`src/rtl/data_mem_dump_ctrl.sv`:
```
// rtl/data_mem_dump_ctrl.sv - debug dump sequencer: halts pipeline, reads data memory, streams bytes
//
// Purpose: on i_dump_start, request a pipeline halt, then read every word of
// the data memory via the debug port and stream it out byte by byte
// (little-endian) on a valid/ready interface feeding the UART TX path.
//
// Optional feature macro: DUMP_CHECKSUM_EN. When defined, an 8-bit XOR of all
// streamed bytes is appended as one extra byte after the last data byte.
//
// Ports:
//   i_clk, i_rst_n         clock, synchronous active-low reset
//   i_dump_start, i_abort  dump request / cancel
//   o_halt_req, i_pipe_halted  pipeline halt handshake
//   o_d_en, o_d_addr, i_d_r_data  memory debug read port (data one cycle after o_d_en)
//   o_tx_data, o_tx_valid, i_tx_ready  byte stream
//   o_busy, o_done         status: busy outside IDLE, one-cycle completion pulse

module data_mem_dump_ctrl #(
    parameter int NB_DATA_BUS      = 32,
    parameter int NB_BYTE          = 8,
    parameter int N_ADDRESS        = 128,
    parameter int N_ADDRESS_WORDS  = N_ADDRESS / 4,
    parameter int NB_ADDRESS_WORDS = $clog2(N_ADDRESS_WORDS)
) (
    input  logic                        i_clk,
    input  logic                        i_rst_n,
    input  logic                        i_dump_start,
    input  logic                        i_abort,
    output logic                        o_halt_req,
    input  logic                        i_pipe_halted,
    output logic                        o_d_en,
    output logic [NB_ADDRESS_WORDS-1:0] o_d_addr,
    input  logic [NB_DATA_BUS-1:0]      i_d_r_data,
    output logic [NB_BYTE-1:0]          o_tx_data,
    output logic                        o_tx_valid,
    input  logic                        i_tx_ready,
    output logic                        o_busy,
    output logic                        o_done
);

    localparam logic [NB_ADDRESS_WORDS-1:0] LAST_WORD = NB_ADDRESS_WORDS'(N_ADDRESS_WORDS - 1);

    typedef enum logic [2:0] {
        ST_IDLE,
        ST_WAIT_HALT,
        ST_READ,
        ST_LATCH,
        ST_SEND,
`ifdef DUMP_CHECKSUM_EN
        ST_CKSUM,
`endif
        ST_DONE
    } state_e;

    state_e                      state_q, state_d;
    logic [NB_ADDRESS_WORDS-1:0] word_cnt_q, word_cnt_d;
    logic [1:0]                  byte_cnt_q, byte_cnt_d;
    logic [NB_DATA_BUS-1:0]      shift_q, shift_d;
`ifdef DUMP_CHECKSUM_EN
    logic [NB_BYTE-1:0]          cksum_q, cksum_d;
`endif
    logic [NB_BYTE-1:0]          tx_data_d;

    always_comb begin
        state_d    = state_q;
        word_cnt_d = word_cnt_q;
        byte_cnt_d = byte_cnt_q;
        shift_d    = shift_q;
`ifdef DUMP_CHECKSUM_EN
        cksum_d    = cksum_q;
`endif
        case (state_q)
            ST_IDLE: begin
                word_cnt_d = '0;
                if (i_dump_start) begin
                    state_d = i_pipe_halted ? ST_READ : ST_WAIT_HALT;
`ifdef DUMP_CHECKSUM_EN
                    cksum_d = '0;
`endif
                end
            end
            ST_WAIT_HALT: begin
                if (i_pipe_halted) state_d = ST_READ;
            end
            ST_READ: state_d = ST_LATCH;
            ST_LATCH: begin
                shift_d    = i_d_r_data;
                byte_cnt_d = '0;
                state_d    = ST_SEND;
            end
            ST_SEND: begin
                if (i_tx_ready) begin
`ifdef DUMP_CHECKSUM_EN
                    cksum_d = cksum_q ^ shift_q[NB_BYTE-1:0];
`endif
                    if (byte_cnt_q != 2'd3) begin
                        shift_d    = shift_q >> NB_BYTE;
                        byte_cnt_d = byte_cnt_q + 2'd1;
                    end else if (word_cnt_q != LAST_WORD) begin
                        word_cnt_d = word_cnt_q + 1'b1;
                        state_d    = ST_READ;
                    end else begin
`ifdef DUMP_CHECKSUM_EN
                        state_d = ST_CKSUM;
`else
                        state_d = ST_DONE;
`endif
                    end
                end
            end
`ifdef DUMP_CHECKSUM_EN
            ST_CKSUM: begin
                if (i_tx_ready) state_d = ST_DONE;
            end
`endif
            ST_DONE: state_d = ST_IDLE;
            default: state_d = ST_IDLE;
        endcase

        // Abort wins over any same-cycle handshake; nothing else needs undoing
        // because every counter is re-initialised on the next start.
        if (i_abort && state_q != ST_IDLE) state_d = ST_IDLE;

        // Byte presented in the next cycle; held stable across backpressure
        // because shift_d only moves on an accepted handshake.
        tx_data_d = '0;
        if (state_d == ST_SEND) tx_data_d = shift_d[NB_BYTE-1:0];
`ifdef DUMP_CHECKSUM_EN
        if (state_d == ST_CKSUM) tx_data_d = cksum_d;
`endif
    end

    always_ff @(posedge i_clk) begin
        if (!i_rst_n) begin
            state_q    <= ST_IDLE;
            word_cnt_q <= '0;
            byte_cnt_q <= '0;
            shift_q    <= '0;
`ifdef DUMP_CHECKSUM_EN
            cksum_q    <= '0;
`endif
            o_halt_req <= 1'b0;
            o_d_en     <= 1'b0;
            o_d_addr   <= '0;
            o_tx_data  <= '0;
            o_tx_valid <= 1'b0;
            o_busy     <= 1'b0;
            o_done     <= 1'b0;
        end else begin
            state_q    <= state_d;
            word_cnt_q <= word_cnt_d;
            byte_cnt_q <= byte_cnt_d;
            shift_q    <= shift_d;
`ifdef DUMP_CHECKSUM_EN
            cksum_q    <= cksum_d;
`endif
            // Outputs are registered from the next state so they line up with state_q.
            o_halt_req <= (state_d != ST_IDLE);
            o_busy     <= (state_d != ST_IDLE);
            o_d_en     <= (state_d == ST_READ);
            o_d_addr   <= (state_d == ST_READ) ? word_cnt_d : '0;
`ifdef DUMP_CHECKSUM_EN
            o_tx_valid <= (state_d == ST_SEND) || (state_d == ST_CKSUM);
`else
            o_tx_valid <= (state_d == ST_SEND);
`endif
            o_tx_data  <= tx_data_d;
            o_done     <= (state_d == ST_DONE);
        end
    end

endmodule

```
`config.mk`:
```
export PLATFORM = sky130hd
export DESIGN_NAME = data_mem_dump_ctrl
export DESIGN_NICKNAME = d
export VERILOG_FILES = /design/src/rtl/data_mem_dump_ctrl.sv
export SDC_FILE = /design/constraint.sdc
export NUM_CORES = 1
export LEC_CHECK = 0
export CAP_MARGIN = 20
export CORE_AREA = 2 2 89 91
export DETAILED_ROUTE_END_ITERATION = 7
export DIE_AREA = 0 0 91 93
export GPL_ROUTABILITY_DRIVEN = 0
export MAX_ROUTING_LAYER = met4
export SYNTH_ARGS = -nofsm -noshare
export SYNTH_HDL_FRONTEND = slang
export SYNTH_SLANG_ARGS = --single-unit
```
`constraint.sdc`:
```
create_clock -name i_clk -period 1.95 [get_ports i_clk]
set_input_delay 0.39 -clock i_clk [delete_from_list [all_inputs] [get_ports i_clk]]
set_output_delay 0.39 -clock i_clk [all_outputs]
set_load 0.02 [all_outputs]
```
==> results of run 1 <==
## synthesized netlist by cell type (2+ instances only)
library cell and number:
nor2_1 5, nand4_1 4, a221oi_1 8, buf_4 3
o21a_1 2, and3_1 2, a21oi_1 7, a21boi_1 2
nor3_1 9, nand3_1 13, clkbuf_1 5, o21ai_0 3
a22oi_1 7, nand2_1 27, or2_2 2, buf_6 4
a21boi_2 10, and2_1 12, inv_1 4, dfxtp_1 59
a22oi_2 9, ha_1 2, buf_2 6, a31oi_1 3
a21boi_0 18, nor2b_1 10
## sequential cells by signal, indices dropped and copies added (netlist names)
signal,cells
o_busy,1
byte_cnt_q,2
shift_q,32
state_q,3
o_tx_data,8
o_d_addr,5
o_d_en,1
o_done,1
o_tx_valid,1
word_cnt_q,5
## how the worst max path moves through the flow
stage	start	endpoint	slack (ns)	cells after the start
after CTS	state_q[2]	shift_q[13]	0.24	6
after global placement	i_tx_ready	o_d_addr[0]	-0.001	5
after floorplan	byte_cnt_q[0]	shift_q[4]	0.39	7
final	state_q[2]	shift_q[13]	0.24	6
after global routing	state_q[2]	shift_q[13]	0.08	6
after detailed placement	i_tx_ready	o_d_addr[1]	-0.08	5
## power groups by stage
| stage | clock (mW) | combinational [mW] | sequential, mW |
|---|---|---|---|
| CTS | 1.27 | 0.279 | 1.25 |
| finish | 1.24 | 0.277 | 1.24 |
| global placement | 0 | 0.277 | 1.27 |
| detailed placement | 0 | 0.278 | 1.27 |
| global route | 1.33 | 0.299 | 1.25 |
| floorplan | 0 | 0.146 | 1.27 |
## worst register-to-register path, cell delays in order (launching register included)
cell	delay [ns]
dfxtp_1	0.44
nor3b_4	0.38
and3_1	0.26
buf_12	0.16
buf_12	0.15
a22oi_1	0.08
a21boi_0	0.16
## cell families (layout without fill, tap and decap cells)
kind of cell / after synthesis / in the layout
multiplexers: 1 / 1
flip-flops: 59 / 59
AO/OA/AOI/OAI: 78 / 78
adder cells (fa/ha/maj): 2 / 2
buffers and inverters: 24 / 90
AND/OR/NAND/NOR: 92 / 92
## stage by stage
step / setup slack, ns / std cells / TNS [ns] / util, % / instance area [sq um]
5_1_grt: 0.0752 / 424 / 0 / 45.6 / 3430
2_1_floorplan: 0.387 / 256 / 0 / - / 2540
4_1_cts: 0.240 / 424 / 0 / 45.6 / 3430
6_report: 0.243 / 424 / 0 / 45.6 / 3430
3_5_place_dp: -0.0794 / 408 / -0.190 / 42.6 / 3210
3_3_place_gp: -0.000976 / 408 / -0.000976 / 42.6 / 3210
## layout make-up
cell class / instances / area share [%]
sequential: 59 / 34.4
inverter: 4 / 0.437
clock inverter: 7 / 2.92
clock buffer: 9 / 3.61
multi-input combinational: 173 / 34.9
tap: 102 / 3.72
timing repair buffer: 70 / 20.1
## per-layer routing
layer	routed length [um]	up-vias	GRT usage, %
met2	2390	55	20.6
met4	141	0	8.08
li1	-	1042	-
met1	2840	926	19.3
met5	0	-	-
met3	259	8	2.90
==> flow_metrics.tcl, run 1 <==
set metrics [dict create \
    wl_per_cell_um 13.3 \
    clkPwrFrac_pct 44.9 \
    maxSlewHeadroom_pct 72.7 \
    cp_slowest_stage_delay_ns 0.44 \
    critPathMostFrequentCell "buf_12" \
    antenna_found_initial 0 \
    drtAntennaViolNets 0 \
    outcome "completed" \
    intPower_mw 2.11 \
    clkLatencyLatePin_ns 0.34 \
    slowest_stage "dfxtp_1" \
    die_w_um 91 \
    hold_violations 0 \
    whs_endpoint "shift_q[22]" \
    seq_power_share_pct 45.1 \
    core_sq_um 7530 \
    synth_area_sq_um 2540 \
    crit_fanout 14 \
    grt_usage_pct 14.5 \
    path_class "reg -> reg" \
    synth_top_area_cell "dfxtp_1" \
    fmax_mhz 586 \
    grt_pass1_wl_um 9300 \
    cp.arrival_ns 1.97 \
    synthMuxAreaShare_pct 0.394 \
    vias 2031 \
    rsz0062_at_grt "false" \
    worst_slew_pin_slew_ns 0.409 \
    cp_cell_sequence "nor3b_4 -> and3_1 -> buf_12 -> buf_12 -> a22oi_1 -> a21boi_0" \
    die-area_sq_um 8460 \
    critPathBufInv 2 \
    n_antenna_cell 0 \
    crit_path_end_kind "flip-flop" \
    cts_sinks 59 \
    multiInputGateArea_sq_um 1200 \
    final_common_cell "dfxtp_1" \
    synthDominantCellAreaShare_pct 46.4 \
    synth_top_family_by_area "compound AO/OA/AOI/OAI gates" \
    fin_worst_skew_ns 0.0140 \
    irDropWorstVdd_mv 0.411 \
    min-delay-start "shift_q[22]" \
    hp-class "reg -> reg" \
    synth.avg_cell_area_sq_um 9.94 \
    synth-compound-area-share_pct 26.4 \
    yosysUniqueCellTypes 46 \
    htreeDepth 3 \
    cts_resized 0 \
    reg2reg_slack_ns 0.24 \
    first_global_vias 1934 \
    mostFrequentLayoutCells "dfxtp_1, clkdlybuf4s50_1, nand2_1" \
    p_leak_nw 1.16 \
    cts_made_buffers 9 \
    overflow 0 \
    synthToLayoutAreaGrowth_pct 34.9 \
    clock_path_buffers 2 \
    required_ns 2.21 \
    portBuffers 55 \
    drt-total-wl_um 5630 \
    drv_cap 0 \
    register_area_sq_um 1180 \
    start_kind "flip-flop" \
    synth_adder_area_share_pct 0.984 \
    grt_max_degree 22 \
    power.switching_fraction_pct 23.8 \
    dieHeight_um 93 \
    p_per_area_nw_per_um2 805 \
    postCtsSetupBuffers 0 \
    postCtsHoldBufs 0 \
    vias_per_cell 4.79 \
    finalCritPeriodShare_pct 87.5 \
    worst_r2r_path_depth 6 \
    min_path_cells 2 \
    p_switching_mw 0.656 \
    cts.clk_slew.worst_paths_ns 0.08 \
    drive_gt1_share_pct 17.4 \
    p_total_mw 2.76 \
    nets 357 \
    yosys.area_share.simple_pct 19.2 \
    synth_nets 296 \
    synth_xor_xnor_area_share_pct 0 \
    r2r_end "shift_q[13]" \
    ios 56 \
    r2r-start "state_q[2]" \
    yosysSeqAreaShare_pct 46.4 \
    cpLargestDelayFamily "simple AND/OR/NAND/NOR gates" \
    fin_crit_ns 1.71 \
    p_comb_share_pct 10.0 \
    dpl.hpwl_um 4000 \
    setup_viol 0 \
    synth-warning-count 0 \
    drt_iter0_markers 76 \
    drc 0 \
    rows 32 \
    synth_edf_count 0 \
    drv_slew 0 \
    firstDrtPassIters 4 \
    root_buffer "clkbuf_8" \
    fillCellCount 768 \
    async_flop_share_pct 0 \
    synth-seq-cells 59 \
    synth_ff_type "dfxtp_1" \
    cts_tree "yes" \
    hold_ws_ns 0.467 \
    yosys-top-cells-area "dfxtp_1, a21boi_0, a21boi_2, a22oi_2, nand2_1" \
    syn_inst 256 \
    initial_utilization_pct 33.8 \
]
No activity file was read; power rests on OpenSTA's default activity.
==> run 2: changes to the inputs <==
Clock period 1.95 ns to 1.9 ns, I/O delays scaled along.
==> run 2 against run 1 <==
Wire length rose by 1.7%. Cell area did not move. Sequential share of layout area did not move. Sequential power rose by 3%. Combinational power rose by 4%. Maximum frequency rose by 2.5%. Sequential cell count did not move. Cell count rose by 0.47%. Worst hold slack got worse by 0.00096 ns.
==> flow_metrics.tcl, run 2 (synthesis gave the netlist of run 1 again) <==
set metrics [dict create \
    setup_viol 0 \
    maxSlewHeadroom_pct 73.4 \
    fin_crit_ns 1.67 \
    dieHeight_um 93 \
    portBuffers 55 \
    fmax_mhz 600 \
    crit_path_end_kind "flip-flop" \
    largest_reg_flops 32 \
    core_sq_um 7530 \
    root_buffer "clkbuf_8" \
    wl_per_cell_um 13.4 \
    drv_slew 0 \
    drt_iter0_markers 90 \
    crit_fanout 14 \
    cts_made_buffers 9 \
    dpl.hpwl_um 4070 \
    top_register "shift_q" \
    clkLatencyLatePin_ns 0.34 \
    hp-class "reg -> reg" \
    vias 2068 \
    ios 56 \
    clock_path_buffers 2 \
    drtAntennaViolNets 0 \
    vias_per_cell 4.85 \
    grt_pass1_wl_um 9580 \
    cts_tree "yes" \
    antenna_found_initial 0 \
    nets 359 \
    p_leak_nw 1.16 \
    worst_slew_pin_slew_ns 0.398 \
    final_common_cell "dfxtp_1" \
    cts_resized 0 \
    synthToLayoutAreaGrowth_pct 34.9 \
    drive_gt1_share_pct 17.3 \
    reg_top3 "shift_q: 32 flops, o_tx_data: 8 flops" \
    fin_worst_skew_ns 0.00932 \
    first_global_vias 1942 \
    path_class "reg -> reg" \
    tns_ns 0 \
    rows 32 \
    fillCellCount 764 \
    cts.clk_slew.worst_paths_ns 0.07 \
    n_antenna_cell 0 \
    drv_cap 0 \
    cts_sinks 59 \
    grt_max_degree 22 \
    mostFrequentLayoutCells "dfxtp_1, clkdlybuf4s50_1, nand2_1" \
    finalCritPeriodShare_pct 87.6 \
    die-area_sq_um 8460 \
    p_total_mw 2.79 \
    hold_violations 0 \
    drc 0 \
    cp.arrival_ns 1.89 \
    rsz0062_at_grt "false" \
    outcome "completed" \
    firstDrtPassIters 4 \
    irDropWorstVdd_mv 0.354 \
    p_per_area_nw_per_um2 813 \
    overflow 0 \
    grt_usage_pct 15.0 \
    start_kind "flip-flop" \
    required_ns 2.12 \
    die_w_um 91 \
    drt-total-wl_um 5720 \
    initial_utilization_pct 33.8 \
    postCtsHoldBufs 0 \
    htreeDepth 3 \
]
==> run 2: changes by cell type in the layout (fill, tap and decap cells not counted) <==
| cell | delta |
|---|---|
| clkinv_4 | -3 |
| inv_6 | -1 |
| clkbuf_1 | +2 |
| clkinv_2 | +1 |
| clkinvlp_4 | +1 |
| buf_4 | +2 |
==> run 2: worst max-delay path, stage by stage (launching register included) <==
cell	delay [ns]
dfxtp_1	0.35
ha_1	0.24
inv_1	0.11
and3_1	0.21
buf_12	0.16
a221oi_1	0.39
nor2b_1	0.09
==> run 2: power by group <==
part / switching (mW) / total, mW / internal (mW)
Clock: 0.492 / 1.23 / 0.734
Combinational: 0.132 / 0.287 / 0.155
Sequential: 0.0157 / 1.28 / 1.26
Total: 0.640 / 2.79 / 2.15
==> run 2: timing repair <==
item / in CTS / in global routing
buffers inserted: 0 / 2
endpoints found under the hold margin: 0 / 0
setup endpoints to repair: 0 / 1
==> run 2: per-layer routing <==
metal  track usage, %  share of wire, %  vias to the layer above
met5                -                 0                        -
met4             9.09               2.0                        0
met3             2.90               4.6                        9
met2             21.2                43                       56
met1             19.9                51                      958
li1                 -                 -                     1045
==> run 2: final timing paths <==
| kind | start | endpoint | slack, ns | cells past startpoint |
|---|---|---|---|---|
| worst max-delay path | byte_cnt_q[0] | shift_q[0] | 0.23 | 6 |
| worst min-delay path | shift_q[16] | shift_q[16] | 0.47 | 2 |
| worst max register to register | byte_cnt_q[0] | shift_q[0] | 0.23 | 6 |
| worst min register to register | shift_q[16] | shift_q[16] | 0.47 | 2 |
==> run 2: final cells by class <==
type,instances,area [sq um],share of cell area (%)
sequential,59,1180,34.4
timing repair buffer,72,703,20.5
multi-input combinational,173,1200,34.9
clock inverter,5,77.6,2.26
clock buffer,11,131,3.83
inverter,4,15.0,0.437
tap,102,128,3.72
==> run 2: metrics by stage <==
step / utilization [%] / hold slack (ns) / instances / worst slack, ns / instance area, sq um
4_1_cts: 45.4 / 0.466 / 424 / 0.196 / 3420
5_1_grt: 45.6 / 0.498 / 426 / 0.0373 / 3430
3_3_place_gp: 42.6 / 0.455 / 408 / -0.0348 / 3210
2_1_floorplan: - / 0.435 / 256 / 0.337 / 2540
3_5_place_dp: 42.6 / 0.457 / 408 / -0.107 / 3210
6_report: 45.6 / 0.466 / 426 / 0.235 / 3430
==> run 3: changes to the inputs <==
Settings changed: CELL_PAD_IN_SITES_DETAIL_PLACEMENT set to 1, CELL_PAD_IN_SITES_GLOBAL_PLACEMENT set to 2, CORE_AREA 2 2 89 91 to 2 2 94 96, CTS_CLUSTER_SIZE set to 8, DIE_AREA 0 0 91 93 to 0 0 96 98, PLACE_DENSITY_LB_ADDON set to 0.1.
==> run 3 against run 2 <==
Cell count rose by 2.6%. Critical path depth did not move. Cell area rose by 2.1%. Clock skew rose by 0.00083 ns. First-iteration DRC count fell by 47%. Wire length rose by 8.1%. Clock-buffer cell count fell by 2. Sequential share of layout area fell by 0.71 points. Utilization fell by 4.2 points. Largest power group is now the clock network. Highest routed layer unchanged.
==> flow_metrics.tcl, run 3 (synthesis gave the netlist of run 1 again) <==
set metrics [dict create \
    maxSlewHeadroom_pct 71.6 \
    dpl-instance-area_sq_um 3280 \
    fin_crit_ns 1.78 \
    drt_iter0_markers 48 \
    overflow 0 \
    utilization_pct 41.4 \
    crit_path_end_kind "flip-flop" \
    setup_viol 0 \
    slowest_stage "dfxtp_1" \
    dpl.hpwl_um 4420 \
    fmax_mhz 563 \
    outcome "completed" \
    cpLargestDelayFamily "compound AO/OA/AOI/OAI gates" \
    reg_top3 "shift_q: 32 flops, o_tx_data: 8 flops" \
    rsz0062_at_grt "false" \
    intPower_mw 2.19 \
    core_sq_um 8470 \
    synthToLayoutAreaGrowth_pct 37.8 \
    worst_slack_ns 0.124 \
    cts_resized 0 \
    design_area_sq_um 3500 \
    seq_power_share_pct 44.4 \
    hold_ws_ns 0.469 \
    mostFrequentLayoutCells "dfxtp_1, clkdlybuf4s50_1, nand2_1" \
    cts_made_buffers 9 \
    drc 0 \
    p_total_mw 2.89 \
    path_class "reg -> reg" \
    cts.clk_slew.worst_paths_ns 0.08 \
    r2r-start "state_q[0]" \
    cp_slowest_stage_delay_ns 0.52 \
    postCtsHoldBufs 0 \
    drt-total-wl_um 6190 \
    htreeDepth 3 \
    start_kind "flip-flop" \
    dieHeight_um 98 \
    nets 364 \
    largest_reg_flops 32 \
    die-area_sq_um 9410 \
    p_switching_mw 0.698 \
    clkLatencyLatePin_ns 0.34 \
    ios 56 \
    antenna_found_initial 0 \
    p_per_area_nw_per_um2 824 \
    vias 2055 \
    grt_max_degree 21 \
    grt_pass1_wl_um 10500 \
    finalCritPeriodShare_pct 93.5 \
    vias_per_cell 4.70 \
    fin_worst_skew_ns 0.0101 \
    postCtsSetupBuffers 0 \
    required_ns 2.15 \
    crit_fanout 8 \
    portBuffers 55 \
    root_buffer "clkbuf_8" \
    clkPwrFrac_pct 44.9 \
    grt_usage_pct 15.1 \
    drv_slew 0 \
    cts_sinks 59 \
    p_leak_nw 1.21 \
    final_common_cell "dfxtp_1" \
    drtAntennaViolNets 0 \
    tns_ns 0 \
    drive_gt1_share_pct 19.1 \
    worst_slew_pin_slew_ns 0.425 \
    min-delay-start "shift_q[21]" \
    critPathBufInv 2 \
    placed_cells 421 \
    initial_utilization_pct 30.0 \
    first_global_vias 2162 \
    p_comb_share_pct 10.7 \
    top_register "shift_q" \
    drv_cap 0 \
    irDropWorstVdd_mv 0.408 \
    cp_cell_sequence "buf_4 -> o21a_1 -> o21ai_0 -> buf_4 -> a211oi_2 -> a21boi_0" \
    fillCellCount 982 \
    hp-class "reg -> reg" \
    cp.arrival_ns 2.03 \
    dp_slack_ns -0.108 \
    die_w_um 96 \
    hold_violations 0 \
    critPathMostFrequentCell "buf_4" \
    setup.worst_path.start "state_q[0]" \
    power.switching_fraction_pct 24.2 \
    cts_tree "yes" \
    rows 34 \
    firstDrtPassIters 4 \
    n_antenna_cell 0 \
    wl_per_cell_um 14.2 \
    clock_path_buffers 2 \
    instances_no_fill 437 \
]
-- run 3: cell types whose count changed in the layout (fill, tap and decap cells not counted) --
cell / change
buf_4: +4
clkbuf_1: -2
clkinv_4: +2
inv_6: +2
buf_12: +1
clkinv_2: -1
clkinvlp_4: -1
-- run 3: area by class of cell --
cell class / count / area (sq um) / share of cell area (%)
Clock buffer: 9 / 124 / 3.53
Clock inverter: 7 / 100 / 2.86
Inverter: 4 / 15.0 / 0.428
Tap cell: 108 / 135 / 3.86
Sequential cell: 59 / 1180 / 33.7
Multi-Input combinational cell: 173 / 1200 / 34.1
Timing Repair Buffer: 77 / 753 / 21.5
-- run 3: per-layer routing --
layer	global-route usage, %	share of wire [%]
met1	20.2	52
met2	21.5	43
met3	3.24	3.7
met4	6.92	1.8
met5	-	0
-- run 3: final timing paths --
path,endpoint,slack (ns),cells after the start
max,o_d_addr[0],0.12,6
max reg2reg,o_d_addr[0],0.12,6
min,shift_q[21],0.47,2
min reg2reg,shift_q[21],0.47,2
-- run 3: power groups by stage --
stage / combinational [mW] / sequential (mW) / clock [mW]
6_report: 0.309 / 1.28 / 1.30
5_1_grt: 0.342 / 1.28 / 1.40
4_1_cts: 0.316 / 1.28 / 1.34
3_5_place_dp: 0.314 / 1.31 / 0
3_3_place_gp: 0.313 / 1.31 / 0
2_1_floorplan: 0.150 / 1.31 / 0
-- run 3: tightest hold or removal path, cell delays in order, from the launching register on --
cell	delay (ns)
dfxtp_1	0.31
nand2_1	0.07
a21boi_2	0.05
